**src/rtl/alu_pkg.sv**
```systemverilog
// Shared ALU definitions: opcode constants, the multiplier FSM encoding and the
// shift-add iteration count used by alu_mult_ctrl.
package alu_pkg;

    typedef enum logic [1:0] {
        ST_IDLE = 2'b00,
        ST_RUN  = 2'b01,
        ST_FIN  = 2'b10
    } mult_state_e;

    localparam logic [2:0] ALU_OP_ADD = 3'b000;
    localparam int         MULT_ITERS = 32;

endpackage

```
**src/rtl/alu_mult_ctrl.sv**
```systemverilog
// Sequential 32x32 unsigned shift-add multiplier that borrows a shared alu_32
// for its partial-product adds; one iteration per clock, 33-cycle latency.
module alu_mult_ctrl
    import alu_pkg::*;
#(
    parameter int WIDTH = 32
) (
    input  logic             CLK,
    input  logic             RST_N,
    input  logic             START,
    input  logic [WIDTH-1:0] A,
    input  logic [WIDTH-1:0] B,
    output logic             BUSY,
    output logic             DONE,
    output logic [WIDTH-1:0] HI,
    output logic [WIDTH-1:0] LO,
    output logic [2:0]       ALU_OP,
    output logic [WIDTH-1:0] ALU_A,
    output logic [WIDTH-1:0] ALU_B,
    output logic             ALU_C_I,
    input  logic [WIDTH-1:0] ALU_R,
    input  logic             ALU_C_O
);

    localparam logic [5:0] LAST_ITER = 6'(MULT_ITERS - 1);

    mult_state_e      state_q;
    logic             busy_q;
    logic             done_q;
    logic [WIDTH-1:0] hi_q;
    logic [WIDTH-1:0] lo_q;
    logic [WIDTH-1:0] mcand_q;
    logic [5:0]       cnt_q;
    logic [WIDTH-1:0] hi_d;
    logic [WIDTH-1:0] lo_d;
    logic             run;

    assign run = (state_q == ST_RUN);

    // The ALU carry-out becomes the new HI MSB, so the 33-bit sum is never truncated.
    assign {hi_d, lo_d} = {ALU_C_O, ALU_R, lo_q[WIDTH-1:1]};

    // Outside RUN the ALU port is parked at zero so other users can mux onto it.
    assign ALU_OP  = ALU_OP_ADD;
    assign ALU_C_I = 1'b0;
    assign ALU_A   = run ? hi_q : '0;
    assign ALU_B   = (run && lo_q[0]) ? mcand_q : '0;

    always_ff @(posedge CLK or negedge RST_N) begin
        if (!RST_N) begin
            state_q <= ST_IDLE;
            busy_q  <= 1'b0;
            done_q  <= 1'b0;
            hi_q    <= '0;
            lo_q    <= '0;
            mcand_q <= '0;
            cnt_q   <= '0;
        end else begin
            done_q <= 1'b0;
            case (state_q)
                ST_IDLE: begin
                    if (START) begin
                        hi_q    <= '0;
                        lo_q    <= B;
                        mcand_q <= A;
                        cnt_q   <= '0;
                        busy_q  <= 1'b1;
                        state_q <= ST_RUN;
                    end
                end
                ST_RUN: begin
                    hi_q  <= hi_d;
                    lo_q  <= lo_d;
                    cnt_q <= cnt_q + 6'd1;
                    if (cnt_q == LAST_ITER) begin
                        busy_q  <= 1'b0;
                        done_q  <= 1'b1;
                        state_q <= ST_FIN;
                    end
                end
                ST_FIN: begin
                    state_q <= ST_IDLE;
                end
                default: begin
                    state_q <= ST_IDLE;
                end
            endcase
        end
    end

    assign BUSY = busy_q;
    assign DONE = done_q;
    assign HI   = hi_q;
    assign LO   = lo_q;

endmodule

```
**config.mk**
```make
export PLATFORM = sky130hd
export DESIGN_NAME = alu_mult_ctrl
export DESIGN_NICKNAME = d
export VERILOG_FILES = /design/src/rtl/alu_pkg.sv /design/src/rtl/alu_mult_ctrl.sv
export SDC_FILE = /design/constraint.sdc
export NUM_CORES = 1
export LEC_CHECK = 0
export BUFFER_PORTS_ARGS = -buffer_cell sky130_fd_sc_hd__buf_2
export CORE_MARGIN = 2
export CORE_UTILIZATION = 25
export CTS_CLUSTER_DIAMETER = 120
export DETAILED_ROUTE_END_ITERATION = 8
export GPL_TIMING_DRIVEN = 0
export PLACE_DENSITY = 0.53
export SLEW_MARGIN = 10
export SYNTH_ARGS = -nofsm -noshare
export SYNTH_HDL_FRONTEND = slang
export SYNTH_SLANG_ARGS = --single-unit
export TNS_END_PERCENT = 5
```
**constraint.sdc**
```tcl
create_clock -name CLK -period 1.9 [get_ports CLK]
set_input_delay 0.19 -clock CLK [delete_from_list [all_inputs] [get_ports CLK]]
set_output_delay 0.19 -clock CLK [all_outputs]
set_load 0.05 [all_outputs]
```
---- After elaboration in Yosys (flattened, before gate mapping) ----
Cells that the tools add are included.
word-level totals
  flip-flop bits (word level) ............. 106
  bits of input ports ..................... 100
  output and inout bits ................... 134
  word-level logic and storage cells ...... 35
operators by class
  $add $sub $neg .......................... 1
  equal/unequal tests ..................... 4
  mux-type cells .......................... 16
  reductions and logical operators ........ 7
operators with widths
  operator                                                         number
  32-bit 2-to-1 mux                                                4
  32-bit case mux with 2 select lines                              2
  6-bit case mux with 2 select lines                               1
  6-bit by 1-bit adder with 6-bit output, second input constant    1
  6-bit by 5-bit == test with 1-bit output, second input constant  1
  6-bit 2-to-1 mux                                                 1
  2-bit AND reduction                                              3
  1-bit 2-to-1 mux                                                 4
  2-bit 2-to-1 mux                                                 2
  2-bit case mux with 2 select lines                               1
  3-bit AND reduction                                              1
  2-bit by 1-bit == test with 1-bit output, second input constant  1
  2-bit zero test                                                  1
  2-bit by 1-bit != test with 1-bit output, second input constant  1
  2-bit != test, second input constant                             1
  1-bit case mux with 2 select lines                               1
  2-bit nonzero test                                               1
  1-bit logical AND                                                1

---- Depth between registers and ports, before layout ----
  depth in word-level cells ............... 3
  depth in mapped cells ................... 6
  mapped depth without buffers ............ 4

---- Worst setup path before layout ----
Ideal clock, no wire load.
  kind .................................... reg2out
  from .................................... register state_q[1]
  to ...................................... output port ALU_B[10]
  arrival ................................. 1.496 ns
  required time ........................... 1.710 ns
  path slack .............................. 0.214 ns
  cell stages (with the launch flop) ...... 6
  buffers on the path ..................... 3
  cell sequence ........................... dfrtp_1 buf_2 nor2b_1 buf_2 clkbuf_1 and3_1
between the ends
  word-level cells in the longest chain between the ends .. 3
RTL lines
  what                                      RTL line             RTL
  start, declared                           alu_mult_ctrl.sv:27  mult_state_e state_q;
  start signal, assigned                    alu_mult_ctrl.sv:51  state_q <= ST_IDLE;
  start signal, assigned                    alu_mult_ctrl.sv:68  state_q <= ST_RUN;
  start signal, assigned                    alu_mult_ctrl.sv:78  state_q <= ST_FIN;
  2-bit by 1-bit == test with 1-bit output  alu_mult_ctrl.sv:38  assign run = (state_q == ST_RUN);
  1-bit logical AND                         alu_mult_ctrl.sv:47  assign ALU_B = (run && lo_q[0]) ? mcand_q : '0;
  32-bit 2-to-1 mux                         alu_mult_ctrl.sv:47
  end, declared                             alu_mult_ctrl.sv:19  output logic [WIDTH-1:0] ALU_B,
Every way passes these cells.

---- Final worst setup path ----
  from .................................... register state_q[0]
  to ...................................... output port ALU_B[9]
The elaborated chain is that of the path after synthesis.

==> key figures <==
CTS
  – Maximum buffer depth of the clock tree: 2
  – Clock Latency Late Sink: 340 ps
  – Sink Count: approximately 110
  – H-Tree Level Count: 3
  – Clock transition at the registers of the reported paths: approximately 70 ps
  – TritonCTS clock tree: built
  – Clock Tree Root: clkbuf_16
  – Num CTS Buffers: 9

Global routing
  – Largest net degree at the start of global routing: slightly above 60
  – Total congestion overflow: 0
  – First-pass GRT wire length: 22.7 mm
  – Vias in the first global route: 4292
  – Antenna violations before repair: 0
  – Gr usage total: 14.5%

Floorplanning
  – Area of the die: 19700 sq um
  – Core area: 18100 sq um
  – Site row count: between 40 and 50
  – Die width: 140 microns
  – Initial Util: 25.7%
  – Die H: 140 microns
  – Boundary Pins: 234

Logic synthesis
  – Synthesized area: 4640 sq um
  – Register area share after synthesis: 57.1%
  – Yosys cell types: 29
  – FF+latch count, synth: 106
  – Ys Warns: 0
  – Cells after synthesis: 403
  – Post-Synthesis Mean Instance Area: ~12 sq um

Timing
  – Period utilisation layout: 99.1%
  – Max_slew headroom: 61.3%
  – Post-layout min period: 1880 ps
  – RSZ-0062 raised after global routing: yes
  – Fmax: between 500 and 600 MHz
  – Max-slew violations: 0
  – Clock skew: 8.37 ps
  – Final Hold Fails: 0
  – Final setup fails: 0
  – Worst Max-Slew Pin Slew: ~580 ps

Layout
  – Commonest cells after routing, fill and taps aside: buf_2, dfrtp_1, buf_6
  – Final nets: 761
  – Antenna diodes: 0
  – Design Area, Final: 7380 sq um
  – Commonest non-fill, non-tap cell in the layout: buf_2
  – Share of cells above drive strength 1: 53.7%
  – Post-layout util: between 40% and 50%
  – Area growth, synth to finish: 58.8%

Drt
  – Post-DRT Antenna Nets: 0
  – Metal1 wirelength: 6.43 mm
  – Drt drc: 0
  – Met3 routed WL: 951 microns
  – Total number of vias: 4190
  – Vias per cell: 4.69
  – TritonRoute pass-1 iters: 4
  – Final wirelength: 14.8 mm
  – Drt wl/cell: around 17 microns
  – DR top layer: met4
  – Met2 WL post-DR: just over 7 mm
  – Initial DRC count: 181

Setup path
  – Type of origin of the critical path: flop
  – CP required: 1710 ps
  – Data arrival, critical path: 1690 ps
  – CP endpoint kind: output port
  – WS Path Type: reg -> out
  – Worst-path maximum fanout: 7

Job
  – MaxCap Viol Count: 0

Placement
  – GPL Wtd Cong: 0.871
  – IO buf count: 229
  – Dpl hpwl: 10.1 mm
  – Post-DP Area: between 6000 and 7000 sq um

Power and ir drop
  – Peak supply drop: 863 uV
  – PD cells: 2020 nW/um^2
  – Leakage: 3.54 nW

Run status
  – Status: completed

Min path
  – HP Class: in -> reg
metrics by stage:
stage	worst slack, ps	instances	hold WS (ps)	setup TNS [ps]	total power, mW
after floorplan	214	406	-106	0	9.40
after global placement	-619	864	409	-68930	11.2
after detailed placement	-180	865	153	-6970	11.3
after CTS	-56.3	892	39.1	-2140	14.5
after global routing	-62.0	894	45.9	-1860	15.6
final	16.8	894	66.7	0	14.9
kinds of logic after synthesis:
group,synth area share (%)
AND/OR/NAND/NOR,14.1
flip-flops,57.1
AO/OA/AOI/OAI,15.4
buffers and inverters,4.39
multiplexers,8.41
adder cells (fa/ha/maj),0.269
other,0.0807
XOR/XNOR,0.189
synthesized netlist by cell type, drive strengths merged:
master / instances / area share, %
ha: 1 / 0.27
buf: 18 / 2.7
nand3b: 1 / 0.16
a22o: 33 / 6.2
dfrtp: 106 / 57
a221o: 1 / 0.22
mux2i: 3 / 0.65
o21ai: 35 / 3.8
nor3: 4 / 0.43
nand2: 35 / 2.8
clkbuf: 21 / 1.7
a21oi: 1 / 0.11
and3: 32 / 4.3
mux2: 32 / 7.8
nand2b: 5 / 0.67
nand4: 1 / 0.13
nor2b: 2 / 0.27
a22oi: 30 / 4.8
conb: 1 / 0.081
and2: 32 / 4.3
nor2: 3 / 0.24
xor2: 1 / 0.19
nor3b: 2 / 0.57
nand3: 2 / 0.22
o21bai: 1 / 0.24
power by group:
group,total (mW),internal (mW),leakage [nW],switching (mW)
registers,3.88,3.20,1.28,0.687
logic,9.12,3.42,2.12,5.70
clock network,1.91,1.04,0.144,0.870
total,14.9,7.66,3.54,7.26
area by class of cell:
type	instances	area, sq um
multi-input cells	261	1990
fillers	1783	10700
clock buffers	10	229
flip-flops and latches	106	2650
repair buffers	244	1840
plain buffers	38	310
well taps	229	287
clock inverters	6	72.6
sequential cells by signal, summed over array words and instances (netlist names):
name     count
state_q      2
LO          32
DONE         1
mcand_q     32
BUSY         1
cnt_q        6
HI          32
layer usage:
metal | up-vias | track usage (%)
li1 | 1953 | -
met1 | 2053 | 18.7
met2 | 174 | 24.5
met3 | 10 | 3.56
met4 | 0 | 3.77
met5 | - | 0
worst max-delay path, stage by stage, from the launching register on:
cell and delay [ps]:
dfrtp_1 340, buf_6 110, nor2b_4 220, buf_12 190, clkbuf_16 160, and3_4 190, buf_8 140
worst paths after layout:
path / start / end / slack (ps) / cells past startpoint
min in group asynchronous: RST_N / HI[21] / 330 / 2
max reg2reg: state_q[1] / mcand_q[9] / 50 / 4
max: state_q[0] / ALU_B[9] / 20 / 6
min: ALU_R[12] / HI[11] / 70 / 2
max in group asynchronous: RST_N / state_q[1] / 890 / 3
min reg2reg: cnt_q[5] / cnt_q[5] / 470 / 1
what timing repair did:
item                                   in CTS  in global routing
hold buffers                                1                  0
gates resized for setup                   183                 73
endpoints found under the hold margin      46                  0
gates cloned                                2                  1
setup endpoints to repair                  64                106
buffers inserted                            8                  2
pin swaps                                   2                  1
Note: power is estimated with default switching activity, not from simulation.
